### config.mk
export PLATFORM = sky130hd
export DESIGN_NAME = ppgen
export DESIGN_NICKNAME = d
export VERILOG_FILES = /design/src/rtl/mult_pkg.sv /design/src/rtl/pp_skid.sv /design/src/rtl/ppgen.sv
export SDC_FILE = /design/constraint.sdc
export NUM_CORES = 1
export LEC_CHECK = 0
export BUFFER_PORTS_ARGS = -buffer_cell sky130_fd_sc_hd__buf_2
export CORE_MARGIN = 2
export CORE_UTILIZATION = 50
export CTS_CLUSTER_DIAMETER = 60
export CTS_CLUSTER_SIZE = 16
export DETAILED_ROUTE_END_ITERATION = 16
export PLACE_DENSITY = 0.74
export SYNTH_ARGS = -nofsm -noshare
export SYNTH_HDL_FRONTEND = slang
export SYNTH_SLANG_ARGS = --single-unit
### constraint.sdc
create_clock -name clk -period 1.7 [get_ports clk]
set_input_delay 0.255 -clock clk [delete_from_list [all_inputs] [get_ports clk]]
set_output_delay 0.255 -clock clk [all_outputs]
set_load 0.03 [all_outputs]
### src/rtl/mult_pkg.sv
// Shared types and sizes for the 4x4 approximate multiplier datapath.
package mult_pkg;

  localparam int WIDTH = 4;
  localparam int PP_W  = WIDTH * WIDTH;

  // Operating modes of the operand staging stage.
  typedef enum logic [1:0] {
    IDLE  = 2'd0,
    SWEEP = 2'd1,
    DRAIN = 2'd2,
    DONE  = 2'd3
  } ppgen_state_e;

  // One beat as carried between pipeline stages.
  typedef struct packed {
    logic [PP_W-1:0]  pp;
    logic [WIDTH-1:0] a;
    logic [WIDTH-1:0] b;
    logic             last;
  } pp_beat_t;

endpackage

### src/rtl/pp_skid.sv
// Two-entry skid buffer (main + skid register) over pp_beat_t.
//
// Handshake: a beat moves across an interface on a rising edge where its
// valid and ready are both high. push_ready depends only on registered state
// (skid entry empty), so there is no combinational path from pop_ready back
// to push_ready. pop_valid never drops and pop_data never changes while
// pop_valid=1 and pop_ready=0.
module pp_skid
  import mult_pkg::*;
(
  input  logic     clk,
  input  logic     rst,
  input  logic     push_valid,
  input  pp_beat_t push_data,
  output logic     push_ready,
  output logic     pop_valid,
  output pp_beat_t pop_data,
  input  logic     pop_ready
);

  pp_beat_t main_q;
  pp_beat_t skid_q;
  logic     main_v;
  logic     skid_v;

  assign push_ready = !skid_v;
  assign pop_valid  = main_v;
  assign pop_data   = main_q;

  // Main holds the presented beat; skid catches one extra beat during a stall.
  always_ff @(posedge clk) begin
    if (rst) begin
      main_q <= '0;
      skid_q <= '0;
      main_v <= 1'b0;
      skid_v <= 1'b0;
    end else if (skid_v) begin
      // Full: no push possible; a pop moves the skid beat into main.
      if (pop_ready) begin
        main_q <= skid_q;
        skid_v <= 1'b0;
      end
    end else if (push_valid) begin
      if (!main_v || pop_ready) begin
        // Empty main, or main leaving this edge: replace in place, no bubble.
        main_q <= push_data;
        main_v <= 1'b1;
      end else begin
        skid_q <= push_data;
        skid_v <= 1'b1;
      end
    end else if (pop_ready) begin
      main_v <= 1'b0;
    end
  end

endmodule

### src/rtl/ppgen.sv
// Operand staging and AND-array partial-product generation. Operands come
// from the external handshake (IDLE) or from an internal exhaustive counter
// (SWEEP); the resulting beats leave through a two-entry skid buffer.
//
// Handshake: in_* transfers on a rising edge with in_valid & in_ready;
// out_* transfers on a rising edge with out_valid & out_ready. in_ready is
// built from registered state only.
module ppgen #(
  parameter int WIDTH = 4,
  parameter int PP_W  = WIDTH * WIDTH
) (
  input  logic             clk,
  input  logic             rst,
  input  logic             in_valid,
  output logic             in_ready,
  input  logic [WIDTH-1:0] in_a,
  input  logic [WIDTH-1:0] in_b,
  input  logic             sweep_start,
  output logic             sweep_busy,
  output logic             sweep_done,
  output logic             out_valid,
  input  logic             out_ready,
  output logic [PP_W-1:0]  out_pp,
  output logic [WIDTH-1:0] out_a,
  output logic [WIDTH-1:0] out_b,
  output logic             out_last,
  output logic [1:0]       dbg_state
);

  import mult_pkg::*;

  ppgen_state_e     state_q;
  logic [7:0]       cnt_q;

  logic             src_valid;
  logic [WIDTH-1:0] src_a;
  logic [WIDTH-1:0] src_b;
  logic             src_last;
  logic [PP_W-1:0]  pp_w;
  pp_beat_t         src_beat;

  logic             push_ready;
  logic             pop_valid;
  pp_beat_t         pop_data;
  logic             accept;
  logic             buf_empty_next;

  // Select the operand source for the current mode.
  always_comb begin
    src_valid = 1'b0;
    src_a     = in_a;
    src_b     = in_b;
    src_last  = 1'b0;
    case (state_q)
      IDLE: begin
        src_valid = in_valid;
      end
      SWEEP: begin
        src_valid = 1'b1;
        src_a     = cnt_q[3:0];
        src_b     = cnt_q[7:4];
        src_last  = (cnt_q == 8'd255);
      end
      default: begin
        src_valid = 1'b0;
      end
    endcase
  end

  // AND array: bit WIDTH*i+j has weight i+j.
  for (genvar i = 0; i < WIDTH; i++) begin : g_row
    for (genvar j = 0; j < WIDTH; j++) begin : g_col
      assign pp_w[WIDTH*i+j] = src_a[j] & src_b[i];
    end
  end

  assign src_beat = '{pp: pp_w, a: src_a, b: src_b, last: src_last};
  assign accept   = src_valid & push_ready;

  // True when nothing will remain buffered after this edge.
  assign buf_empty_next = push_ready & (!pop_valid | out_ready);

  pp_skid u_skid (
    .clk        (clk),
    .rst        (rst),
    .push_valid (src_valid),
    .push_data  (src_beat),
    .push_ready (push_ready),
    .pop_valid  (pop_valid),
    .pop_data   (pop_data),
    .pop_ready  (out_ready)
  );

  // Mode sequencing and the sweep counter.
  always_ff @(posedge clk) begin
    if (rst) begin
      state_q <= IDLE;
      cnt_q   <= 8'd0;
    end else begin
      case (state_q)
        IDLE: begin
          if (sweep_start) begin
            state_q <= SWEEP;
            cnt_q   <= 8'd0;
          end
        end
        SWEEP: begin
          if (accept) begin
            cnt_q <= cnt_q + 8'd1;
            if (cnt_q == 8'd255) begin
              state_q <= DRAIN;
            end
          end
        end
        DRAIN: begin
          if (buf_empty_next) begin
            state_q <= DONE;
          end
        end
        default: begin
          state_q <= IDLE;
        end
      endcase
    end
  end

  assign in_ready   = !rst & (state_q == IDLE) & push_ready;
  assign sweep_busy = (state_q == SWEEP) | (state_q == DRAIN);
  assign sweep_done = (state_q == DONE);
  assign dbg_state  = state_q;

  assign out_valid = pop_valid;
  assign out_pp    = pop_data.pp;
  assign out_a     = pop_data.a;
  assign out_b     = pop_data.b;
  assign out_last  = pop_data.last;

endmodule

======== Word level (Yosys, flattened, before mapping) ========
Cells that the tools add are included.
cells by class
  add/sub/neg operators ................... 1
  eq/ne operators ......................... 10
  mux-type cells .......................... 23
  bitwise operators ....................... 24
  reduce and logical (&&, ||, !) cells .... 14
operators with widths
  kind                                                 count
  two-way mux 25 bit                                   4
  bitwise AND 1 bit                                    20
  two-way mux 8 bit                                    2
  one-hot mux 8 bit (2 select lines)                   1
  AND reduction 3 bit                                  4
  != test 2 bit, second input constant                 5
  adder 8 x 1 -> 8 bit, second input constant          1
  equality test 8 bit, second input constant           1
  two-way mux 1 bit                                    8
  two-way mux 2 bit                                    4
  two-way mux 4 bit                                    2
  nonzero test 2 bit                                   4
  one-hot mux 2 bit (3 select lines)                   1
  equality test 2 bit, second input constant           2
  AND reduction 4 bit                                  1
  logical NOT 1 bit                                    3
  equality test 2 x 1 -> 1 bit, second input constant  1
  logical NOT 2 bit                                    1
  != test 2 x 1 -> 1 bit, second input constant        1
  NOT 1 bit                                            2
  bitwise OR 1 bit                                     2
  one-hot mux 1 bit (2 select lines)                   1
  logical OR 1 bit                                     1
storage, ports and cells
  bits in registers ....................... 62
  bits of input ports ..................... 13
  output and inout bits ................... 31
  logic and storage cells ................. 84

======== Longest topological paths before layout ========
Gate-level depths: netlist of run 1.
  word-level depth ........................ 6
  gate-level depth with buffers ........... 8

======== Hierarchy ========
A second synthesis of run 1 with hierarchy kept.
unflattened totals
  cell total of the unflattened synthesis .. 350
  area total of the unflattened synthesis .. 3,057.9 um^2
by module, submodules not included
  module   times used  cells an instance  area each (um^2)  sequential area each (um^2)
  pp_skid  1           237                2,227.1           1,041.0
  ppgen    1           113                830.8             200.2

======== Least setup slack after synthesis of run 1 ========
No wires, ideal clock.
  path type ............................... flip-flop to flip-flop
  start point ............................. register state_q[1], in the netlist dbg_state[1]
  end point ............................... register u_skid.skid_q[8] in the netlist's numbering
  data arrival time ....................... 1,886 ps
  slack ................................... -329 ps
  stages on the path, launching flop included .. 9
  path buffers ............................ 2
  cell sequence ........................... dfxtp_1 -> inv_1 -> ha_1 -> or2_2 -> and4_2 -> buf_6 -> buf_6 -> nor2_1 -> a211oi_1
on the way
  word-level cells in the longest chain between the ends .. 3
RTL lines
  element                                                            RTL line       RTL
  start, declared                                                    ppgen.sv:32    ppgen_state_e state_q;
  start signal, assigned                                             ppgen.sv:97    state_q <= IDLE;
  start signal, assigned                                             ppgen.sv:103   state_q <= SWEEP;
  start signal, assigned                                             ppgen.sv:111   state_q <= DRAIN;
  equality test 2 x 1 -> 1 bit or logical NOT 2 bit (tied branches)  ppgen.sv:54    case (state_q)
  one-hot mux 1 bit (2 select lines)                                 ppgen.sv:54
  AND reduction 3 bit (no source line)                               -
  end signal, assigned                                               pp_skid.sv:49  skid_q <= push_data;
  end, declared                                                      pp_skid.sv:22  pp_beat_t skid_q;
Several ways; a longest one is shown, not always the timed one.
A chain may end at the register's enable or synchronous reset.

======== Final worst setup path of run 1 ========
  start point ............................. register state_q[1], in the netlist dbg_state[1]
  end point ............................... register u_skid.main_q (netlist bit u_skid.pop_data[16])
on the way
  word-level cells in the longest chain between the ends .. 6
RTL lines
  element                       RTL line       RTL
  equality test 2 x 1 -> 1 bit  ppgen.sv:54
  two-way mux 4 bit             ppgen.sv:54
  bitwise AND 1 bit             ppgen.sv:73    assign pp_w[WIDTH*i+j] = src_a[j] & src_b[i];
  two-way mux 25 bit            pp_skid.sv:44  if (!main_v || pop_ready) begin
  two-way mux 25 bit            pp_skid.sv:43  end else if (push_valid) begin
  two-way mux 25 bit            pp_skid.sv:37  end else if (skid_v) begin
  end signal, assigned          pp_skid.sv:40  main_q <= skid_q;
  end signal, assigned          pp_skid.sv:46  main_q <= push_data;
  end, declared                 pp_skid.sv:21  pp_beat_t main_q;
Several ways; a longest one is shown, not always the timed one. The select of a mux whose other input is x is not followed.

==> reports/qor.yml, run 1 <==
run_status:
  status: "finished, violations left"
  violations: "negative setup slack"
synthesis:
  yosysTopAreaCellShare: 0.425
  synth_top_cell_by_area: "dfxtp_1"
  syn-num-nets: 361
  synthCells: 340
  synth_area_leaders: "dfxtp_1 43%, a21oi_1 11%, a211oi_1 6.4%, or3_1 4.5%, nand2_1 4.0%"
  synth_warnings: 0
  syn_area_um2: 2920
  avgSynthCellArea_um2: 8.58
  synth_cell_types: 41
  synth_seq_cells: 62
  yosysSeqAreaShare: 0.425
clocking:
  worstSkewPairLatency_ns: 0.35
  cts_sinks: 62
  cts.clk_slew.worst_paths_ns: 0.07
  cts_tree: "done"
  root_buffer: "clkbuf_8"
  cts_buffers: 9
  cts.path.max_buffers: 2
  htree_levels: 3
  cts_hold_buf: 0
route:
  vias: 2814
  ant_nets: 0
  wl_per_cell_um: 15.9
  wl_met1_um: 3360
  routed_wl_um: 7700
  dr_wl_met2_um: 3840
  first_pass_iters: 4
  viasPerCell: 5.80
  wl_met3_um: 395
  top_layer_used: "met4"
  drt_iter0_drc: 179
  drc_errors: 0
pwr:
  power.leakage_uw: 0.00146
  power_frac_comb: 0.539
  cellInternalPower_uw: 4030
  clkPwrFrac: 0.177
  switching_share: 0.442
  seqPwrFrac: 0.285
  p_per_area_nw_per_um2: 1870
  vdd_drop_max_v: 0.00114
  total_power_uw: 7220
  p_switching_uw: 3190
min_path:
  min_path_type: "input pin to flop"
finish:
  nFillCells: 444
  synthToLayoutAreaGrowth_pct: 31.9
  drive_above_1_share: 0.351
  fin_area_um2: 3850
  seq_area_um2: 1250
  layout_common_cells: "60 x a21oi_1, 59 x dfxtp_1, 42 x buf_2"
  stdcell_count: 485
  multi_input_area_um2: 1700
  final_common_cell: "a21oi_1"
  n_antenna_cell: 0
  fin_nets: 429
setup_path:
  cp-end-kind: "flop"
  cp_max_fo: 17
  cp.arrival_ns: 2.01
  worstSetupPathType: "flop to flop"
  worstSetupStartpointType: "flop"
  cp.required_ns: 1.96
die:
  core_um2: 5570
  die-area_um2: 6460
  num_rows: 27
  start_util: 0.523
  die_height_um: 80.4
  dieWidth_um: 80.4
  io_pins: 44
timing:
  setup_ws_ns: -0.0449
  fin_crit_ns: 1.74
  setup_violations: 18
  rsz0062_at_grt: "true"
  hold_ws_ns: 0.198
  skew_ns: 0.00868
  final_hold_viol_count: 0
  fin_crit_sh: 1.03
  worstMarginPinSlew_ns: 0.589
  max_freq_mhz: 573
  slew-limit-headroom: 0.607
  slew_violations: 0
  setup-tns-final_ns: -0.262
place:
  numPortBuffers: 43
  place_area_um2: 3330
  numPlacedInstances: 459
  hpwlAfterDp_um: 4820
  place_congestion: 0.789
grt:
  first_global_vias: 2603
  grt_usage: 0.251
  overflow: 0
  grt_pass1_wl_um: 12600
  grt_max_degree: 33
  antenna_found_initial: 0
job:
  cap_violations: 0
[worst max-delay path, stage by stage (launching register included)]
cell      delay [ns]
dfxtp_4         0.37
inv_6           0.05
buf_6           0.11
ha_4            0.14
or2_4           0.25
buf_6           0.13
a21oi_4         0.16
nor2_4          0.14
a211oi_1        0.28
[final cells by class]
cell class,count,area share
Clock inverter,6,0.0156
Multi-Input combinational cell,247,0.441
Timing Repair Buffer,81,0.154
Sequential cell,62,0.325
Inverter,7,0.00878
Tap cell,72,0.0234
Clock buffer,10,0.0332
[what timing repair did]
item / 4_1_cts / 5_1_grt
pin swaps: 4 / 29
endpoints found under the setup margin: 43 / 57
gates cloned: 2 / 0
buffers inserted: 5 / 3
resized for setup: 15 / 48
[path summary, 6_finish.rpt]
| kind | from | to | slack [ns] | cells past startpoint |
|---|---|---|---|---|
| worst max-delay path | dbg_state[1] | u_skid.pop_data[16] | -0.04 | 8 |
| worst max register to register | dbg_state[1] | u_skid.pop_data[16] | -0.04 | 8 |
| worst min register to register | u_skid.skid_q[0] | u_skid.skid_q[0] | 0.45 | 2 |
| worst min-delay path | rst | cnt_q[0] | 0.20 | 2 |
[registers in the layout, indices dropped and copies added (netlist names)]
| signal | count |
|---|---|
| cnt_q | 8 |
| dbg_state | 2 |
| u_skid.skid_v | 1 |
| u_skid.skid_q | 25 |
| u_skid.pop_valid | 1 |
| u_skid.pop_data | 25 |
[cell usage after synthesis (all sizes together)]
library cell and count:
a21oi 68, dfxtp 62, nand2 31, a211oi 25
or3 21, nor3 17, o21ai 17, nor2 16
buf 14, clkbuf 10, mux2i 10, ha 8
o2111ai 8, inv 6, nand3 4, nand4 4
or2 3, a21o 2, and4 2, nand2b 2
and2b 1, clkinv 1, mux2 1, nand4b 1
nor3b 1, nor4 1, o21bai 1, or2b 1
or4 1, xnor2 1
[per-layer routing]
metal	vias up	GRT usage
met2	80	0.402
met5	-	0
met1	1338	0.327
met3	11	0.0719
met4	0	0.0814
li1	1385	-
[power groups by stage]
stage	sequential (uW)	clock (uW)	combinational [uW]
2_1_floorplan	2660	0	1790
3_3_place_gp	2040	0	3280
6_report	2060	1270	3890
3_5_place_dp	2050	0	3350
4_1_cts	2030	1300	3590
5_1_grt	2090	1360	4190
[through the flow]
stage	worst slack, ns	utilization
floorplan	-0.0375	-
finish	-0.0449	0.690
global placement	-0.0616	0.597
detailed placement	-0.127	0.597
CTS	-0.0299	0.658
global route	-0.110	0.690
[logic make-up (layout without fill, tap and decap cells)]
kind of cell,after synthesis,after routing,share of synthesized area
xor gates and xnor gates,1,1,0.00300
AOI/OAI and AO/OA,121,121,0.249
and+or+nand+nor,106,106,0.189
muxes,11,11,0.0382
adders and majority gates,8,8,0.0343
DFF,62,62,0.425
buffers and inverters,31,104,0.0617
Power figures use the tool's default switching activity.
==> inputs of run 2 (changes only) <==
--- a/config.mk
+++ b/config.mk
@@ -8,6 +8,7 @@
 export BUFFER_PORTS_ARGS = -buffer_cell sky130_fd_sc_hd__buf_2
 export CORE_MARGIN = 2
 export CORE_UTILIZATION = 50
+export CTS_BUF_LIST = sky130_fd_sc_hd__clkbuf_16
 export CTS_CLUSTER_DIAMETER = 60
 export CTS_CLUSTER_SIZE = 16
 export DETAILED_ROUTE_END_ITERATION = 16
==> reports/qor.yml, run 2 (synthesis gave the netlist of run 1 again) <==
run_status:
  status: "finished, violations left"  # unchanged
  violations: "negative setup slack"  # unchanged
timing:
  hold_ws_ns: 0.222  # was 0.198 ns
  slew-limit-headroom: 0.659  # was 0.607
  max_freq_mhz: 558  # was 573 MHz
  slew_violations: 0  # unchanged
  rsz0062_at_grt: "true"  # unchanged
  final_hold_viol_count: 0  # unchanged
  skew_ns: 0.00823  # was 0.00868 ns
  fin_crit_ns: 1.79  # was 1.74 ns
  setup-tns-final_ns: -0.554  # was -0.262 ns
  fin_crit_sh: 1.05  # was 1.03
  setup_ws_ns: -0.0924  # was -0.0449 ns
  setup_violations: 22  # was 18
  worstMarginPinSlew_ns: 0.510  # was 0.589 ns
route:
  drc_errors: 0  # unchanged
  viasPerCell: 5.99  # was 5.80
  wl_per_cell_um: 17.6  # was 15.9 um
  routed_wl_um: 8640  # was 7700 um
  first_pass_iters: 4  # unchanged
  vias: 2942  # was 2814
  ant_nets: 0  # unchanged
  drt_iter0_drc: 271  # was 179
clocking:
  cts.clk_slew.worst_paths_ns: 0.06  # was 0.07 ns
  cts.path.max_buffers: 2  # unchanged
  cts_hold_buf: 0  # unchanged
  htree_levels: 3  # unchanged
  cts_tree: "done"  # unchanged
  root_buffer: "clkbuf_16"  # was clkbuf_8
  cts_buffers: 9  # unchanged
  cts_sinks: 62  # unchanged
  worstSkewPairLatency_ns: 0.33  # was 0.35 ns
setup_path:
  cp-end-kind: "flop"  # unchanged
  crit_path_cell_trace: "inv_6 > ha_2 > or2_4 > nand4_4 > clkbuf_16 > or3_1 > a21oi_2"  # was inv_6 > buf_6 > ha_4 > or2_4 > buf_6 > a21oi_4 > nor2_4 > a211oi_1
  r2r-start: "dbg_state[1]"  # unchanged
  worstRegToRegCells: 7  # was 8
  worstSetupPathType: "flop to flop"  # unchanged
  cp_max_fo: 8  # was 17
  cp-endpoint: "u_skid.skid_q[17]"  # was u_skid.pop_data[16]
  cp.arrival_ns: 2.05  # was 2.01 ns
  slowest_delay_ns: 0.40  # was 0.37 ns
  crit_path_top_delay_cell: "or3_1"  # was dfxtp_4
  r2r-end: "u_skid.skid_q[17]"  # was u_skid.pop_data[16]
  cp.required_ns: 1.96  # about the same
  cp-startpoint: "dbg_state[1]"  # unchanged
  worstSetupStartpointType: "flop"  # unchanged
  r2r_slack_ns: -0.09  # was -0.04 ns
die:
  die_height_um: 80.4  # unchanged
  dieWidth_um: 80.4  # unchanged
  die-area_um2: 6460  # unchanged
  num_rows: 27  # unchanged
  io_pins: 44  # unchanged
  start_util: 0.523  # unchanged
  core_um2: 5570  # unchanged
pwr:
  power.leakage_uw: 0.00154  # was 0.00146 uW
  vdd_drop_max_v: 0.00140  # was 0.00114 V
  p_per_area_nw_per_um2: 2020  # was 1870 nW/um2
grt:
  grt_pass1_wl_um: 13000  # was 12600 um
  overflow: 0  # unchanged
  grt_max_degree: 33  # unchanged
  grt_usage: 0.265  # was 0.251
  antenna_found_initial: 0  # unchanged
  first_global_vias: 2686  # was 2603
min_path:
  min_path_type: "input pin to flop"  # unchanged
  holdPathStages: 2  # unchanged
finish:
  fin_nets: 435  # was 429
  stdcell_count: 491  # was 485
  final_common_cell: "dfxtp_1"  # was a21oi_1
  n_antenna_cell: 0  # unchanged
  synthToLayoutAreaGrowth_pct: 38.0  # was 31.9%
  nFillCells: 406  # was 444
  layout_common_cells: "59 x dfxtp_1, 51 x a21oi_1, 43 x buf_2"  # was 60 x a21oi_1, 59 x dfxtp_1, 42 x buf_2
  drive_above_1_share: 0.356  # was 0.351
job:
  cap_violations: 0  # unchanged
place:
  numPlacedInstances: 459  # unchanged
  hpwlAfterDp_um: 4820  # unchanged
  place_congestion: 0.789  # unchanged
  numPortBuffers: 43  # unchanged
## run 2: changes by cell type in the layout (fill, tap and decap cells not counted), sizes merged
| cell | previous run | this run |
|---|---|---|
| a21o | 2 | 5 |
| buf | 80 | 83 |
| clkbuf | 11 | 10 |
| inv | 8 | 9 |
## run 2: power breakdown
group	switching (uW)	internal (uW)	leakage, uW
Sequential	224	1840	0.000507
Clock	663	1130	0.000151
Combinational	2550	1730	0.000887
## run 2: worst max-delay path: cells and delay by family (launching register included)
family / cells / cell delay, ns
simple gates: 3 / 0.73
flops: 1 / 0.35
fa+ha+maj: 1 / 0.20
buf+inv: 2 / 0.29
compound gates: 1 / 0.16
## run 2: worst min path at each step
stage / start / end / slack, ns
floorplan: rst / dbg_state[1] / 0.42
global placement: u_skid.skid_q[0] / u_skid.skid_q[0] / 0.44
detailed placement: u_skid.skid_q[0] / u_skid.skid_q[0] / 0.45
CTS: rst / cnt_q[1] / 0.22
global route: rst / cnt_q[0] / 0.23
finish: rst / cnt_q[0] / 0.22
## run 2: what timing repair did
item | CTS | global route
gates resized for setup | 20 | 49
cloned | 2 | 4
pin swaps | 7 | 10
buffers inserted | 7 | 3
setup endpoints to repair | 43 | 56
## run 2: area by class of cell
| type | count | area, um2 | share of cell area |
|---|---|---|---|
| Inverter | 7 | 36.3 | 0.00901 |
| Timing Repair Buffer | 84 | 632 | 0.157 |
| Clock buffer | 9 | 225 | 0.0559 |
| Multi-Input combinational cell | 250 | 1730 | 0.429 |
| Tap cell | 72 | 90.1 | 0.0224 |
| Sequential cell | 62 | 1250 | 0.310 |
| Clock inverter | 7 | 63.8 | 0.0158 |
## run 2: stage by stage
step | total power (uW) | setup WS, ns | util | area [um2]
after detailed placement | 5400 | -0.127 | 0.597 | 3330
final | 8130 | -0.0924 | 0.722 | 4030
after CTS | 7520 | -0.0295 | 0.685 | 3820
after global routing | 8550 | -0.155 | 0.722 | 4030
after global placement | 5320 | -0.0616 | 0.597 | 3330
after floorplan | 4450 | -0.0375 | - | 2940
## run 2: routing by layer
metal / global-route usage / share of wire / up-vias
met2: 0.426 / 0.50 / 125
met4: 0.0932 / 0.023 / 0
met5: 0 / 0 / -
li1: - / - / 1407
met1: 0.336 / 0.40 / 1387
met3: 0.0787 / 0.078 / 23
==> inputs of run 3 (changes only) <==
--- a/config.mk
+++ b/config.mk
@@ -6,7 +6,8 @@
 export NUM_CORES = 1
 export LEC_CHECK = 0
 export BUFFER_PORTS_ARGS = -buffer_cell sky130_fd_sc_hd__buf_2
-export CORE_MARGIN = 2
+export CORE_ASPECT_RATIO = 1.1
+export CORE_MARGIN = 5
 export CORE_UTILIZATION = 50
 export CTS_BUF_LIST = sky130_fd_sc_hd__clkbuf_16
 export CTS_CLUSTER_DIAMETER = 60
==> reports/qor.yml, run 3 (synthesis gave the netlist of run 1 again) <==
run_status:
  status: "finished, violations left"  # unchanged
  violations: "negative setup slack"  # unchanged
place:
  preCtsSetupSlack_ns: -0.121  # was -0.127 ns
  place_area_um2: 3310  # was 3330 um2
  numPortBuffers: 43  # unchanged
  place_congestion: 0.849  # was 0.789
  hpwlAfterDp_um: 4910  # was 4820 um
die:
  io_pins: 44  # unchanged
  die_height_um: 90.1  # was 80.4 um
  core_um2: 5730  # was 5570 um2
  dieWidth_um: 82.8  # was 80.4 um
  die-area_um2: 7470  # was 6460 um2
  start_util: 0.509  # was 0.523
  num_rows: 29  # was 27
pwr:
  vdd_drop_max_v: 0.00114  # was 0.00140 V
  power.leakage_uw: 0.00145  # was 0.00154 uW
  p_per_area_nw_per_um2: 1910  # was 2020 nW/um2
setup_path:
  cp-end-kind: "flop"  # unchanged
  slowest_delay_ns: 0.36  # was 0.40 ns
  worstSetupPathType: "flop to flop"  # unchanged
  cp.required_ns: 1.95  # was 1.96 ns
  cp-startpoint: "dbg_state[1]"  # unchanged
  crit_path_cell_trace: "inv_6 > ha_4 > buf_8 > mux2i_2 > buf_6 > buf_12 > or3_4 > a21oi_2"  # was inv_6 > ha_2 > or2_4 > nand4_4 > clkbuf_16 > or3_1 > a21oi_2
  worstSetupStartpointType: "flop"  # unchanged
  cp_max_fo: 8  # unchanged
  r2r-start: "dbg_state[1]"  # unchanged
  r2r_slack_ns: -0.02  # was -0.09 ns
  crit_path_top_delay_cell: "dfxtp_4"  # was or3_1
  cp.arrival_ns: 1.97  # was 2.05 ns
clocking:
  worstSkewPairLatency_ns: 0.32  # was 0.33 ns
  root_buffer: "clkbuf_16"  # unchanged
  htree_levels: 3  # unchanged
  cts_buffers: 9  # unchanged
  cts_tree: "done"  # unchanged
  cts.path.max_buffers: 2  # unchanged
  cts_hold_buf: 0  # unchanged
  cts.clk_slew.worst_paths_ns: 0.05  # was 0.06 ns
  cts_sinks: 62  # unchanged
grt:
  grt_usage: 0.206  # was 0.265
  grtUsageMet2: 0.334  # was 0.426
  overflow: 0  # unchanged
  globalRouteMet1Util: 0.248  # was 0.336
  antenna_found_initial: 0  # unchanged
  first_global_vias: 2592  # was 2686
  grt.met3_usage: 0.0484  # was 0.0787
  busiest_layer: "met2"  # unchanged
  grt_pass1_wl_um: 12700  # was 13000 um
  grt_max_degree: 45  # was 33
timing:
  skew_ns: 0.00522  # was 0.00823 ns
  max_freq_mhz: 582  # was 558 MHz
  fin_crit_sh: 1.01  # was 1.05
  worstMarginPinSlew_ns: 0.559  # was 0.510 ns
  fin_crit_ns: 1.72  # was 1.79 ns
  rsz0062_at_grt: "true"  # unchanged
  hold_ws_ns: 0.285  # was 0.222 ns
  slew-limit-headroom: 0.627  # was 0.659
  slew_violations: 0  # unchanged
  setup_violations: 1  # was 22
  setup_ws_ns: -0.0171  # was -0.0924 ns
  final_hold_viol_count: 0  # unchanged
finish:
  fin_area_um2: 3800  # was 4030 um2
  final_common_cell: "a21oi_1"  # was dfxtp_1
  drive_above_1_share: 0.309  # was 0.356
  fin_nets: 425  # was 435
  n_antenna_cell: 0  # unchanged
  synthToLayoutAreaGrowth_pct: 30.2  # was 38.0%
  layout_common_cells: "62 x a21oi_1, 59 x dfxtp_1, 43 x buf_2"  # was 59 x dfxtp_1, 51 x a21oi_1, 43 x buf_2
  postLayoutCoreUtil: 0.663  # was 0.722
min_path:
  min_path_type: "input pin to flop"  # unchanged
  hp-start: "out_ready"  # was rst
job:
  cap_violations: 0  # unchanged
route:
  wl_per_cell_um: 16.0  # was 17.6 um
  viasPerCell: 5.70  # was 5.99
  drc_errors: 0  # unchanged
  vias: 2763  # was 2942
  first_pass_iters: 4  # unchanged
  ant_nets: 0  # unchanged
  drt_iter0_drc: 277  # was 271
  routed_wl_um: 7770  # was 8640 um
[run 3: cell types whose count changed in the layout (fill, tap and decap cells not counted), sizes merged]
cell	previous run	this run
buf	83	76
a21o	5	2
clkinv	4	7
inv	9	6
bufinv	1	0
[run 3: path summary, 6_finish.rpt]
check                           end  cells after the start
setup / recovery  u_skid.skid_q[14]                      8
hold / removal        u_skid.skid_v                      4
setup reg to reg  u_skid.skid_q[14]                      8
hold reg to reg   u_skid.skid_q[19]                      2
[run 3: through the flow]
stage,cells,total power [uW],TNS [ns]
floorplan,340,4450,-0.533
global placement,463,5300,-0.111
detailed placement,463,5380,-1.23
CTS,479,7080,0
global route,485,7670,-0.947
finish,485,7260,-0.0171
[run 3: area by class of cell]
class                           count  area, um2
Fill cell                         503       1930
Sequential cell                    62       1250
Clock buffer                        9        225
Inverter                            7       33.8
Tap cell                           77       96.3
Timing Repair Buffer               77        524
Multi-Input combinational cell    247       1640
Clock inverter                      6       30.0
[run 3: worst max-delay path: cells and delay by family (launching register included)]
kind,cells,cell delay [ns]
buf+inv,4,0.46
flops,1,0.36
simple gates,1,0.33
fa+ha+maj,1,0.17
mux,1,0.16
compound gates,1,0.16
[run 3: per-layer routing]
metal  vias to the layer above  part of all wire
met4                         0             0.024
met2                        68              0.51
met3                        17             0.042
met1                      1306              0.42
met5                         -                 0
li1                       1372                 -
[run 3: report_power, final]
group / leakage, uW / internal [uW] / switching [uW]
Clock: 0.000128 / 958 / 625
Combinational: 0.000813 / 1370 / 2260
Sequential: 0.000507 / 1840 / 210
Total: 0.00145 / 4160 / 3100
[run 3: what timing repair did]
action	4_1_cts	5_1_grt
pin swaps	0	9
setup endpoints to repair	45	47
setup buffers	1	5
gates resized for setup	11	24
cloned	0	1
